`src/rtl/pipeline_hazard_controller_if.sv`:
```
// Control bundle between the pipeline datapath and the hazard sequencer.
// slave: hazard controller side; master: pipeline side that reports hazards and consumes enables.
interface pipeline_hazard_controller_if;
  logic [4:0]  id_rs1;
  logic [4:0]  id_rs2;
  logic        id_uses_rs1;
  logic        id_uses_rs2;
  logic [4:0]  ex_rd;
  logic        ex_mem_read;
  logic        ex_branch_taken;
  logic        ex_force_jump;
  logic        mem_req;
  logic        mem_ready;
  logic        pc_write_en;
  logic        if_id_write_en;
  logic        id_ex_write_en;
  logic        ex_mem_write_en;
  logic        pc_redirect;
  logic        if_id_flush;
  logic        id_ex_flush;
  logic        mem_wb_flush;
  logic        mem_timeout;
  logic [31:0] perf_stall_cycles;
  logic [31:0] perf_flush_events;

  modport master (
    output id_rs1, id_rs2, id_uses_rs1, id_uses_rs2, ex_rd, ex_mem_read,
           ex_branch_taken, ex_force_jump, mem_req, mem_ready,
    input  pc_write_en, if_id_write_en, id_ex_write_en, ex_mem_write_en,
           pc_redirect, if_id_flush, id_ex_flush, mem_wb_flush, mem_timeout,
           perf_stall_cycles, perf_flush_events
  );

  modport slave (
    input  id_rs1, id_rs2, id_uses_rs1, id_uses_rs2, ex_rd, ex_mem_read,
           ex_branch_taken, ex_force_jump, mem_req, mem_ready,
    output pc_write_en, if_id_write_en, id_ex_write_en, ex_mem_write_en,
           pc_redirect, if_id_flush, id_ex_flush, mem_wb_flush, mem_timeout,
           perf_stall_cycles, perf_flush_events
  );
endinterface

```
`src/rtl/pipeline_hazard_controller.sv`:
```
// Hazard sequencer for the 5-stage core: load-use stalls, EX redirects and data-memory waits.
// Optional performance counters are built when HAZARD_PERF_COUNTERS_EN is defined.
module pipeline_hazard_controller #(
  parameter int LOAD_USE_BUBBLES = 1,
  parameter int MEM_TIMEOUT      = 255
) (
  input logic                          CLK,
  input logic                          RESET,
  pipeline_hazard_controller_if.slave  hz
);

  typedef enum logic [1:0] {RUN, STALL, MEM_WAIT} state_t;

  localparam int               WAIT_W      = (MEM_TIMEOUT > 1) ? $clog2(MEM_TIMEOUT + 1) : 1;
  localparam logic [WAIT_W-1:0] WAIT_MAX   = WAIT_W'(MEM_TIMEOUT);
  localparam logic [1:0]       BUBBLE_INIT = 2'(LOAD_USE_BUBBLES - 1);

  state_t            state, state_nxt;
  logic [1:0]        bubble_cnt, bubble_cnt_nxt;
  logic [WAIT_W-1:0] wait_cnt, wait_cnt_nxt;
  logic              timeout_q, timeout_nxt;

  logic mem_wait, redirect, load_use, stall_active;
  logic pc_we, if_id_we, id_ex_we, ex_mem_we;
  logic redir, if_id_fl, id_ex_fl, mem_wb_fl;

  function automatic logic [WAIT_W-1:0] sat_inc_wait(input logic [WAIT_W-1:0] v);
    return (v >= WAIT_MAX) ? WAIT_MAX : v + WAIT_W'(1);
  endfunction

  assign mem_wait = hz.mem_req && !hz.mem_ready;
  assign redirect = hz.ex_branch_taken || hz.ex_force_jump;
  assign load_use = hz.ex_mem_read && (hz.ex_rd != 5'd0) &&
                    ((hz.id_uses_rs1 && (hz.id_rs1 == hz.ex_rd)) ||
                     (hz.id_uses_rs2 && (hz.id_rs2 == hz.ex_rd)));
  // A memory wait entered from STALL keeps its frozen countdown and resumes it afterwards.
  assign stall_active = (state == STALL) || ((state == MEM_WAIT) && (bubble_cnt != 2'd0));

  always_comb begin
    pc_we          = 1'b1;
    if_id_we       = 1'b1;
    id_ex_we       = 1'b1;
    ex_mem_we      = 1'b1;
    redir          = 1'b0;
    if_id_fl       = 1'b0;
    id_ex_fl       = 1'b0;
    mem_wb_fl      = 1'b0;
    state_nxt      = state;
    bubble_cnt_nxt = bubble_cnt;
    wait_cnt_nxt   = '0;
    timeout_nxt    = timeout_q;

    if (RESET) begin
      state_nxt      = RUN;
      bubble_cnt_nxt = 2'd0;
      timeout_nxt    = 1'b0;
    end else if (mem_wait) begin
      pc_we        = 1'b0;
      if_id_we     = 1'b0;
      id_ex_we     = 1'b0;
      ex_mem_we    = 1'b0;
      mem_wb_fl    = 1'b1;
      state_nxt    = MEM_WAIT;
      wait_cnt_nxt = sat_inc_wait(wait_cnt);
      if ((MEM_TIMEOUT != 0) && (wait_cnt_nxt == WAIT_MAX))
        timeout_nxt = 1'b1;
    end else if (redirect) begin
      redir          = 1'b1;
      if_id_fl       = 1'b1;
      id_ex_fl       = 1'b1;
      state_nxt      = RUN;
      bubble_cnt_nxt = 2'd0;
    end else if (stall_active) begin
      pc_we    = 1'b0;
      if_id_we = 1'b0;
      id_ex_fl = 1'b1;
      if (bubble_cnt <= 2'd1) begin
        state_nxt      = RUN;
        bubble_cnt_nxt = 2'd0;
      end else begin
        state_nxt      = STALL;
        bubble_cnt_nxt = bubble_cnt - 2'd1;
      end
    end else if (load_use) begin
      pc_we    = 1'b0;
      if_id_we = 1'b0;
      id_ex_fl = 1'b1;
      if (LOAD_USE_BUBBLES > 1) begin
        state_nxt      = STALL;
        bubble_cnt_nxt = BUBBLE_INIT;
      end else begin
        state_nxt = RUN;
      end
    end else begin
      state_nxt = RUN;
    end
  end

  always_ff @(posedge CLK) begin
    if (RESET) begin
      state      <= RUN;
      bubble_cnt <= 2'd0;
      wait_cnt   <= '0;
      timeout_q  <= 1'b0;
    end else begin
      state      <= state_nxt;
      bubble_cnt <= bubble_cnt_nxt;
      wait_cnt   <= wait_cnt_nxt;
      timeout_q  <= timeout_nxt;
    end
  end

  assign hz.pc_write_en     = pc_we;
  assign hz.if_id_write_en  = if_id_we;
  assign hz.id_ex_write_en  = id_ex_we;
  assign hz.ex_mem_write_en = ex_mem_we;
  assign hz.pc_redirect     = redir;
  assign hz.if_id_flush     = if_id_fl;
  assign hz.id_ex_flush     = id_ex_fl;
  assign hz.mem_wb_flush    = mem_wb_fl;
  assign hz.mem_timeout     = timeout_q;

`ifdef HAZARD_PERF_COUNTERS_EN
  logic [31:0] stall_cycles_q, flush_events_q;

  function automatic logic [31:0] sat_inc32(input logic [31:0] v);
    return (v == 32'hFFFF_FFFF) ? v : v + 32'd1;
  endfunction

  always_ff @(posedge CLK) begin
    if (RESET) begin
      stall_cycles_q <= 32'd0;
      flush_events_q <= 32'd0;
    end else begin
      if (!pc_we) stall_cycles_q <= sat_inc32(stall_cycles_q);
      if (redir)  flush_events_q <= sat_inc32(flush_events_q);
    end
  end

  assign hz.perf_stall_cycles = stall_cycles_q;
  assign hz.perf_flush_events = flush_events_q;
`else
  assign hz.perf_stall_cycles = 32'd0;
  assign hz.perf_flush_events = 32'd0;
`endif

endmodule
```
`src/flat_wrapper.sv`:
```
// flat-port wrapper written by rule: the top's interface ports become plain ports
module pipeline_hazard_controller_flat 
#(
  parameter int LOAD_USE_BUBBLES = 1,
  parameter int MEM_TIMEOUT      = 255
)
  (CLK, RESET, hz_id_rs1, hz_id_rs2, hz_id_uses_rs1, hz_id_uses_rs2, hz_ex_rd, hz_ex_mem_read, hz_ex_branch_taken, hz_ex_force_jump, hz_mem_req, hz_mem_ready, hz_pc_write_en, hz_if_id_write_en, hz_id_ex_write_en, hz_ex_mem_write_en, hz_pc_redirect, hz_if_id_flush, hz_id_ex_flush, hz_mem_wb_flush, hz_mem_timeout, hz_perf_stall_cycles, hz_perf_flush_events);
  pipeline_hazard_controller_if hz_i ();
  input logic CLK;
  input logic RESET;
  input wire logic [$bits(hz_i.id_rs1)-1:0] hz_id_rs1;
  input wire logic [$bits(hz_i.id_rs2)-1:0] hz_id_rs2;
  input wire logic [$bits(hz_i.id_uses_rs1)-1:0] hz_id_uses_rs1;
  input wire logic [$bits(hz_i.id_uses_rs2)-1:0] hz_id_uses_rs2;
  input wire logic [$bits(hz_i.ex_rd)-1:0] hz_ex_rd;
  input wire logic [$bits(hz_i.ex_mem_read)-1:0] hz_ex_mem_read;
  input wire logic [$bits(hz_i.ex_branch_taken)-1:0] hz_ex_branch_taken;
  input wire logic [$bits(hz_i.ex_force_jump)-1:0] hz_ex_force_jump;
  input wire logic [$bits(hz_i.mem_req)-1:0] hz_mem_req;
  input wire logic [$bits(hz_i.mem_ready)-1:0] hz_mem_ready;
  output wire logic [$bits(hz_i.pc_write_en)-1:0] hz_pc_write_en;
  output wire logic [$bits(hz_i.if_id_write_en)-1:0] hz_if_id_write_en;
  output wire logic [$bits(hz_i.id_ex_write_en)-1:0] hz_id_ex_write_en;
  output wire logic [$bits(hz_i.ex_mem_write_en)-1:0] hz_ex_mem_write_en;
  output wire logic [$bits(hz_i.pc_redirect)-1:0] hz_pc_redirect;
  output wire logic [$bits(hz_i.if_id_flush)-1:0] hz_if_id_flush;
  output wire logic [$bits(hz_i.id_ex_flush)-1:0] hz_id_ex_flush;
  output wire logic [$bits(hz_i.mem_wb_flush)-1:0] hz_mem_wb_flush;
  output wire logic [$bits(hz_i.mem_timeout)-1:0] hz_mem_timeout;
  output wire logic [$bits(hz_i.perf_stall_cycles)-1:0] hz_perf_stall_cycles;
  output wire logic [$bits(hz_i.perf_flush_events)-1:0] hz_perf_flush_events;
  assign hz_i.id_rs1 = hz_id_rs1;
  assign hz_i.id_rs2 = hz_id_rs2;
  assign hz_i.id_uses_rs1 = hz_id_uses_rs1;
  assign hz_i.id_uses_rs2 = hz_id_uses_rs2;
  assign hz_i.ex_rd = hz_ex_rd;
  assign hz_i.ex_mem_read = hz_ex_mem_read;
  assign hz_i.ex_branch_taken = hz_ex_branch_taken;
  assign hz_i.ex_force_jump = hz_ex_force_jump;
  assign hz_i.mem_req = hz_mem_req;
  assign hz_i.mem_ready = hz_mem_ready;
  assign hz_pc_write_en = hz_i.pc_write_en;
  assign hz_if_id_write_en = hz_i.if_id_write_en;
  assign hz_id_ex_write_en = hz_i.id_ex_write_en;
  assign hz_ex_mem_write_en = hz_i.ex_mem_write_en;
  assign hz_pc_redirect = hz_i.pc_redirect;
  assign hz_if_id_flush = hz_i.if_id_flush;
  assign hz_id_ex_flush = hz_i.id_ex_flush;
  assign hz_mem_wb_flush = hz_i.mem_wb_flush;
  assign hz_mem_timeout = hz_i.mem_timeout;
  assign hz_perf_stall_cycles = hz_i.perf_stall_cycles;
  assign hz_perf_flush_events = hz_i.perf_flush_events;
  pipeline_hazard_controller #(.LOAD_USE_BUBBLES(LOAD_USE_BUBBLES), .MEM_TIMEOUT(MEM_TIMEOUT)) u_core (.CLK(CLK), .RESET(RESET), .hz(hz_i));
endmodule
```
`config.mk`:
```
export PLATFORM = sky130hd
export DESIGN_NAME = pipeline_hazard_controller_flat
export DESIGN_NICKNAME = d
export VERILOG_FILES = /design/src/rtl/pipeline_hazard_controller_if.sv /design/src/rtl/pipeline_hazard_controller.sv /design/src/flat_wrapper.sv
export SDC_FILE = /design/constraint.sdc
export NUM_CORES = 1
export LEC_CHECK = 0
export CORE_ASPECT_RATIO = 1.4
export CORE_MARGIN = 1.5
export CORE_UTILIZATION = 34
export DETAILED_ROUTE_END_ITERATION = 6
export PLACE_DENSITY = 0.8
export SYNTH_ARGS = -nofsm -noshare
export SYNTH_HDL_FRONTEND = slang
export SYNTH_SLANG_ARGS = --single-unit
```
`constraint.sdc`:
```
create_clock -name CLK -period 1.96 [get_ports CLK]
set_input_delay 0.294 -clock CLK [delete_from_list [all_inputs] [get_ports CLK]]
set_output_delay 0.294 -clock CLK [all_outputs]
set_load 0.02 [all_outputs]
```
* Word-level counts from Yosys, hierarchy flattened *
Index checks and enable logic that the tools add are counted.

word-level totals
  flip-flop bits (word level) = 13
  output and inout bits = 73

cells by class
  $add $sub $neg = 2
  magnitude comparators = 2
  equal/unequal tests = 5
  multiplexer cells = 25
  bitwise logic cells = 2
  reduce and logical (&&, ||, !) cells = 17

operator list
  kind                                                             number
  2-to-1 mux 1 bit                                                 19
  equality test 5 bit                                              2
  2-to-1 mux 2 bit                                                 5
  adder 8 x 1 -> 8 bit (second input constant)                     1
  equality test 8 bit (second input constant)                      1
  >= comparator 8 bit (second input constant)                      1
  2-to-1 mux 8 bit                                                 1
  logical AND 1 bit                                                6
  nonzero test 5 bit                                               1
  AND reduction 2 bit                                              2
  nonzero test 2 bit                                               2
  OR reduction 4 bit                                               1
  logical OR 1 bit                                                 3
  equality test 2 x 1 -> 1 bit (second input constant)             1
  equality test 2 bit (second input constant)                      1
  less-or-equal comparator 2 x 1 -> 1 bit (second input constant)  1
  NOT 1 bit                                                        2
  OR reduction 2 bit                                               1
  subtractor 2 x 1 -> 2 bit (second input constant)                1
  logical NOT 1 bit                                                1

* Depth between registers and ports, before layout *
Gate-level depths: netlist of the first run.

  word-level depth = 9
  depth in mapped cells = 6

* Least setup slack after synthesis of the first run *
No wires, ideal clock.

  kind = input-to-output
  start = in RESET
  end = out hz_pc_write_en
  arrival = 1664 ps
  slack = 2 ps
  cell stages on the path = 5
  path through = clkbuf_1 > nand2b_1 > buf_1 > o211a_1 > buf_4

between the ends
  longest elaborated chain between the ends = 1

RTL lines
  what              line                source
  from (decl)       flat_wrapper.sv:10  input logic RESET;
  2-to-1 mux 1 bit  --
  to (decl)         flat_wrapper.sv:21  output wire logic [$bits(hz_i.pc_write_en)-1:0] hz_pc_write_en;

Every way passes these cells.

* Final worst setup path of the first run *
  start = in hz_ex_rd[4]
  end = out hz_pc_write_en

between the ends
  longest elaborated chain between the ends = 9
  elaborated cells between the ends (all ways) = 13
  classes of those cells = eq/ne (2); mux (5); reduce/logical (6)

RTL lines
  what                                           line                                                                source
  from (decl)                                    flat_wrapper.sv:15                                                  input wire logic [$bits(hz_i.ex_rd)-1:0] hz_ex_rd;
  equality test 5 bit, on equally long branches  pipeline_hazard_controller.sv:34, pipeline_hazard_controller.sv:35
  logical AND 1 bit, on equally long branches    pipeline_hazard_controller.sv:34, pipeline_hazard_controller.sv:35
  logical OR 1 bit                               pipeline_hazard_controller.sv:34                                    ((hz.id_uses_rs1 && (hz.id_rs1 == hz.ex_rd)) ||
  logical AND 1 bit (*)                          pipeline_hazard_controller.sv:33                                    assign load_use = hz.ex_mem_read && (hz.ex_rd != 5'd0) &&
  2-to-1 mux 1 bit (*)                           pipeline_hazard_controller.sv:84                                    end else if (load_use) begin
  2-to-1 mux 1 bit (*)                           pipeline_hazard_controller.sv:73                                    end else if (stall_active) begin
  2-to-1 mux 1 bit (*)                           pipeline_hazard_controller.sv:67                                    end else if (redirect) begin
  2-to-1 mux 1 bit (*)                           pipeline_hazard_controller.sv:57                                    end else if (mem_wait) begin
  2-to-1 mux 1 bit (*)                           pipeline_hazard_controller.sv:53                                    if (RESET) begin

Every way passes the cells marked *; elsewhere a longest branch is shown, timed or not.

==> metrics.txt, run 1 <==
outcome finished clean; grt met3 use approximately 1.8%; Post-synth EDFFs 0; vias in the first global route 792; Final Util around two fifths; dominant cells by area after synthesis buf_4 39%, dfxtp_1 20%, xor2_1 6.8%; worst hold endpoint u_core.hz.mem_timeout; dpl ws -697 ps; Final min period ~1900 ps; fin crit share 96.6%; main combinational cell family by area after synthesis buffers and inverters; r2r worst-path depth 5; post-synth top area cell buf_4; sequential share of the synthesized area between 20 and 25%; total gr overflow 0; clock sink total 13; Hold/Removal Path Class reg -> reg; CTS buffer count 3; initial antenna violation count 0; IO Count 97; area of the die approximately 4200 um2; cell with the most instances after synthesis buf_4; Hold Path Cell Cnt 2; worst setup margin ~67 ps; Power Density between 400 and 500 nW/um2; register area ~260 um2; Synth Cell Area 1290 um2; fmax ~530 MHz; worst clock skew ~3.6 ps; # nets final around 230; Design Power 0.000743 W; share of layout cells above drive strength 1 15.5%; Layout area overhead 17.4%; Multi-input gate area roughly 770 um2; reg2reg end u_core.hz.mem_timeout; Mapped Cells 162; placer's final routability congestion estimate between 0.7 and 0.8; routed wire length approximately 2300 um; critical path arrival 1600 ps; clk buf depth 2; pin count of the biggest net entering global routing 10; CTS root buffer clkbuf_8; FF+latch count, synth 13; post-synth top area share between 30% and 40%; cell area after placement approximately 1400 um2; Synth cell types 35; Clock Latency Late Sink ~250 ps; CP max FO 3; # rows 26; CTS tree built; Post-Synth Simple-Gate Area ~17%; Worst VDD drop between 200 and 300 uV; DIE WIDTH about 55 um; Hold Startpoint u_core.hz.mem_timeout; critical path class in -> out; multiplexer share of the synthesized area 0%; Routed Antenna Nets 0; Detail Placement HPWL slightly below 2000 um; final instance area approximately 1500 um2; leak pwr 0.721 nW; FFs w/ async S/R, synth 0%; Initial Utilization between 30% and 40%; post-synthesis compound-gate area fraction 10.7%; Reg2Reg Launch Point u_core.wait_cnt[0]; final hold violation count 0; Placed Cells ~240; final cell count without fillers about 240; Setup Fix Bufs, Post-CTS 0; vias per cell just over 4; Max Slew Vio Count 0; r2r setup slk about 250 ps; first-pass detailed-route iteration total 5; Synth Flop Type dfxtp_1; crit end category output pin; final setup fails 0; XOR/XNOR share of the synthesized area under 10%; Critical Path RT 1670 ps; H-Tree Depth 1; RSZ-0062 raised after global routing yes; yosys warns 0; GRT Total Usage a little over a tenth; Initial DRC Count 16; Layout fillers 367; Synth top cells by count 67 x buf_4, 13 x dfxtp_1, 10 x xor2_1, 8 x a21oi_1, 6 x nor2_1; Wirelength per Cell around 9.4 um; Antenna diodes 0; Core Area 3640 um2; hold_buf cts 0; global-route wire length before repair ~3200 um; detailed-route via count ~1,000; crit start category primary input; met2 Resource Use GR 20.2%; met1 usage between 10 and 15%; number of buffers added on ports 32; adder-cell share of the synthesized area less than 1%; clk slew on worst S/H paths approximately 50 ps; syn_area_per_cell between 7 and 8 um2; drt drc 0; grt peak-use layer met2; Max Cap Viol 0; Die Y 75.8 um
cell usage in the layout (no fill, tap or decap), types with 3 or more instances in the layout:
cell,netlist,layout
o21ai_0,5,5
conb_1,1,64
inv_1,5,5
nand2_1,4,4
nor4_1,4,3
dlymetal6s2s_1,0,3
clkdlybuf4s50_1,0,11
clkbuf_8,0,3
a21oi_1,8,8
nor2_1,6,6
nand2b_1,4,3
xor2_1,10,9
nand3_1,4,4
buf_4,67,9
dlygate4sd2_1,0,9
xnor2_1,3,3
dfxtp_1,13,13
flip-flops by register name, indices dropped and copies added, names as in the netlist:
signal                 count
u_core.hz.mem_timeout      1
u_core.wait_cnt            8
u_core.bubble_cnt          2
u_core.state               2
cell families (layout without fill, tap and decap cells):
family / Yosys count / after routing
compound gates: 21 / 21
xor+xnor: 13 / 13
fa+ha+maj: 1 / 1
buf+inv: 75 / 50
flops: 13 / 13
other cells: 1 / 64
simple gates: 38 / 38
layer usage:
| layer | routed length [um] | vias up |
|---|---|---|
| met2 | 1230 | 78 |
| met5 | 0 | - |
| met1 | 722 | 436 |
| met4 | 48 | 0 |
| li1 | - | 485 |
| met3 | 264 | 4 |
worst max path at each step:
stage                           start           endpoint  slack [ps]  cells after the start
after detailed placement  hz_ex_rd[1]     hz_pc_write_en        -700                      6
final                     hz_ex_rd[4]     hz_pc_write_en          70                      6
after global routing            RESET     hz_pc_redirect          -8                      4
after global placement    hz_ex_rd[1]  hz_if_id_write_en        -660                      6
after CTS                 hz_ex_rd[1]     hz_pc_write_en         -20                      6
after floorplan                 RESET     hz_pc_write_en           2                      5
power by group:
| group | internal (W) | switching [W] |
|---|---|---|
| clock | 0.000141 | 0.0000992 |
| sequential | 0.000266 | 0.00000198 |
| combinational | 0.0000701 | 0.000164 |
| total | 0.000477 | 0.000266 |
metrics by stage:
stage                     setup TNS (ps)  hold slack [ps]
final                                  0              473
after global routing               -7.94              487
after CTS                          -23.5              472
after detailed placement           -3470              456
after global placement             -3440              465
after floorplan                        0              435
critical path: stages:
cell and delay [ps]:
clkdlybuf4s15_1 220, xor2_1 180, nor4_1 310, a32oi_1 170
o211a_1 280, buf_6 140
area by class of cell:
cell class / count / area share, %
tap: 42 / 3.48
sequential: 13 / 17.2
clock buffer: 3 / 2.73
clock inverter: 1 / 0.331
inverter: 5 / 1.24
timing repair buffer: 41 / 24.2
multi-input combinational: 137 / 50.8
what timing repair did:
item                                    in CTS  in global routing
endpoints found under the setup margin       8                  6
pin swaps                                    5                  5
gates cloned                                 0                  0
gates resized for setup                     40                 16
hold endpoints to repair                     0                  0
Note: power is estimated with default switching activity, not from simulation.
==> run 2: changes to the inputs <==
Settings changed: CAP_MARGIN set to 20, CORE_UTILIZATION 34 to 31, PLACE_DENSITY 0.8 to 0.77, REMOVE_ABC_BUFFERS set to 1.
Clock period 1.96 ns to 1.6 ns, I/O delays scaled along.
==> metrics.txt, run 2 (synthesis gave the netlist of run 1 again) <==
initial antenna violation count 0; share of layout cells above drive strength 1 22.0%; vias per cell between 4 and 5; clock sink total 13; CTS root buffer clkbuf_8; global-route wire length before repair ~3600 um; pin count of the biggest net entering global routing 12; Initial DRC Count 4; CTS buffer count 3; clk buf depth 2; Antenna diodes 0; clk slew on worst S/H paths roughly 50 ps; critical path class reg -> out; worst clock skew ~0.9 ps; first-pass detailed-route iteration total 4; top flop regs u_core.wait_cnt (8), u_core.bubble_cnt (2), u_core.state (2); worst setup margin -180 ps; final setup fails 3; RSZ-0062 raised after global routing yes; crit start category flop; Design Power 0.000922 W; Detail Placement HPWL between 1500 and 2000 um; fmax 562 MHz; CTS tree built; Critical Path RT ~1400 ps; IO Count 97; Die Y between 70 and 80 um; Biggest register u_core.wait_cnt; Max Slew Vio Count 0; routed wire length ~2300 um; critical path arrival 1540 ps; Power Density between 500 and 600 nW/um2; WL met3 roughly 300 um; Initial Utilization between 30 and 40%; total gr overflow 0; Max Used Layer met4; most common cell after layout, fill and taps aside conb_1; vias in the first global route between 800 and 900; Fin Setup TNS -526 ps; detailed-route via count about 1,100; crit end category output pin; H-Tree Depth 1; fin crit share 111%; leak pwr 0.776 nW; # rows 27; Clock Latency Late Sink approximately 240 ps; Max Cap Viol 0; Routed Antenna Nets 0; failing checks setup timing; CP max FO 2; Layout area overhead 26.2%; number of buffers added on ports 32; met2 wire length 1240 um; most frequent cells in the layout 64 x conb_1, 17 x buf_4, 11 x dfxtp_1; max reg flops 8; Core Area around 4000 um2; outcome finished, violations left; Wirelength per Cell 9.06 um; final instance area between 1500 and 2000 um2; drt drc 0; GRT Total Usage 9.78%; Worst VDD drop 403 uV; WL met1 724 um; Hold/Removal Path Class in -> reg; dpl ws -861 ps; placer's final routability congestion estimate about 0.80; DIE WIDTH roughly 57 um; final hold violation count 0; Final min period 1780 ps; cell area after placement roughly 1500 um2; area of the die between 4000 and 5000 um2; # nets final around 240
## run 2: where the power goes
part	total (W)	switching (W)	internal, W
clock network	0.000287	0.000112	0.000176
logic	0.000307	0.000209	0.0000979
registers	0.000328	0.00000174	0.000327
## run 2: metal layers
| layer | track usage, % | vias to the layer above |
|---|---|---|
| met3 | 2.61 | 3 |
| met5 | 0 | - |
| met2 | 20.0 | 84 |
| met1 | 8.96 | 464 |
| met4 | 2.79 | 0 |
| li1 | - | 499 |
## run 2: layout make-up
class | count | area [um2]
flip-flops and latches | 13 | 263
well taps | 43 | 53.8
inverters | 5 | 18.8
multi-input cells | 137 | 801
fillers | 406 | 2330
repair buffers | 50 | 442
clock buffers | 4 | 45.0
## run 2: critical path: stages (launching register included)
cell and delay [ps]:
dfxtp_2 350, nor2b_4 170, a21oi_2 70, or4_1 400, o211a_1 170, buf_6 140
## run 2: repair_timing
item,CTS,global route
endpoints found under the setup margin,8,8
setup buffers,0,1
hold buffers,0,0
resized for setup,75,8
pin swaps,9,4
## run 2: stage by stage
step	util, %	cells	hold WS, ps
2_1_floorplan	-	155	309
3_3_place_gp	38.2	247	460
3_5_place_dp	38.2	247	461
4_1_cts	40.1	251	471
5_1_grt	41.1	252	315
6_report	41.1	252	300
## run 2: path summary, 6_finish.rpt
path	slack, ps	end	start	cells after the start
min reg2reg	470	u_core.hz.mem_timeout	u_core.hz.mem_timeout	2
max reg2reg	100	u_core.hz.mem_timeout	u_core.wait_cnt[3]	4
max	-180	hz_pc_write_en	u_core.state[1]	5
min	300	u_core.bubble_cnt[1]	hz_mem_req	3
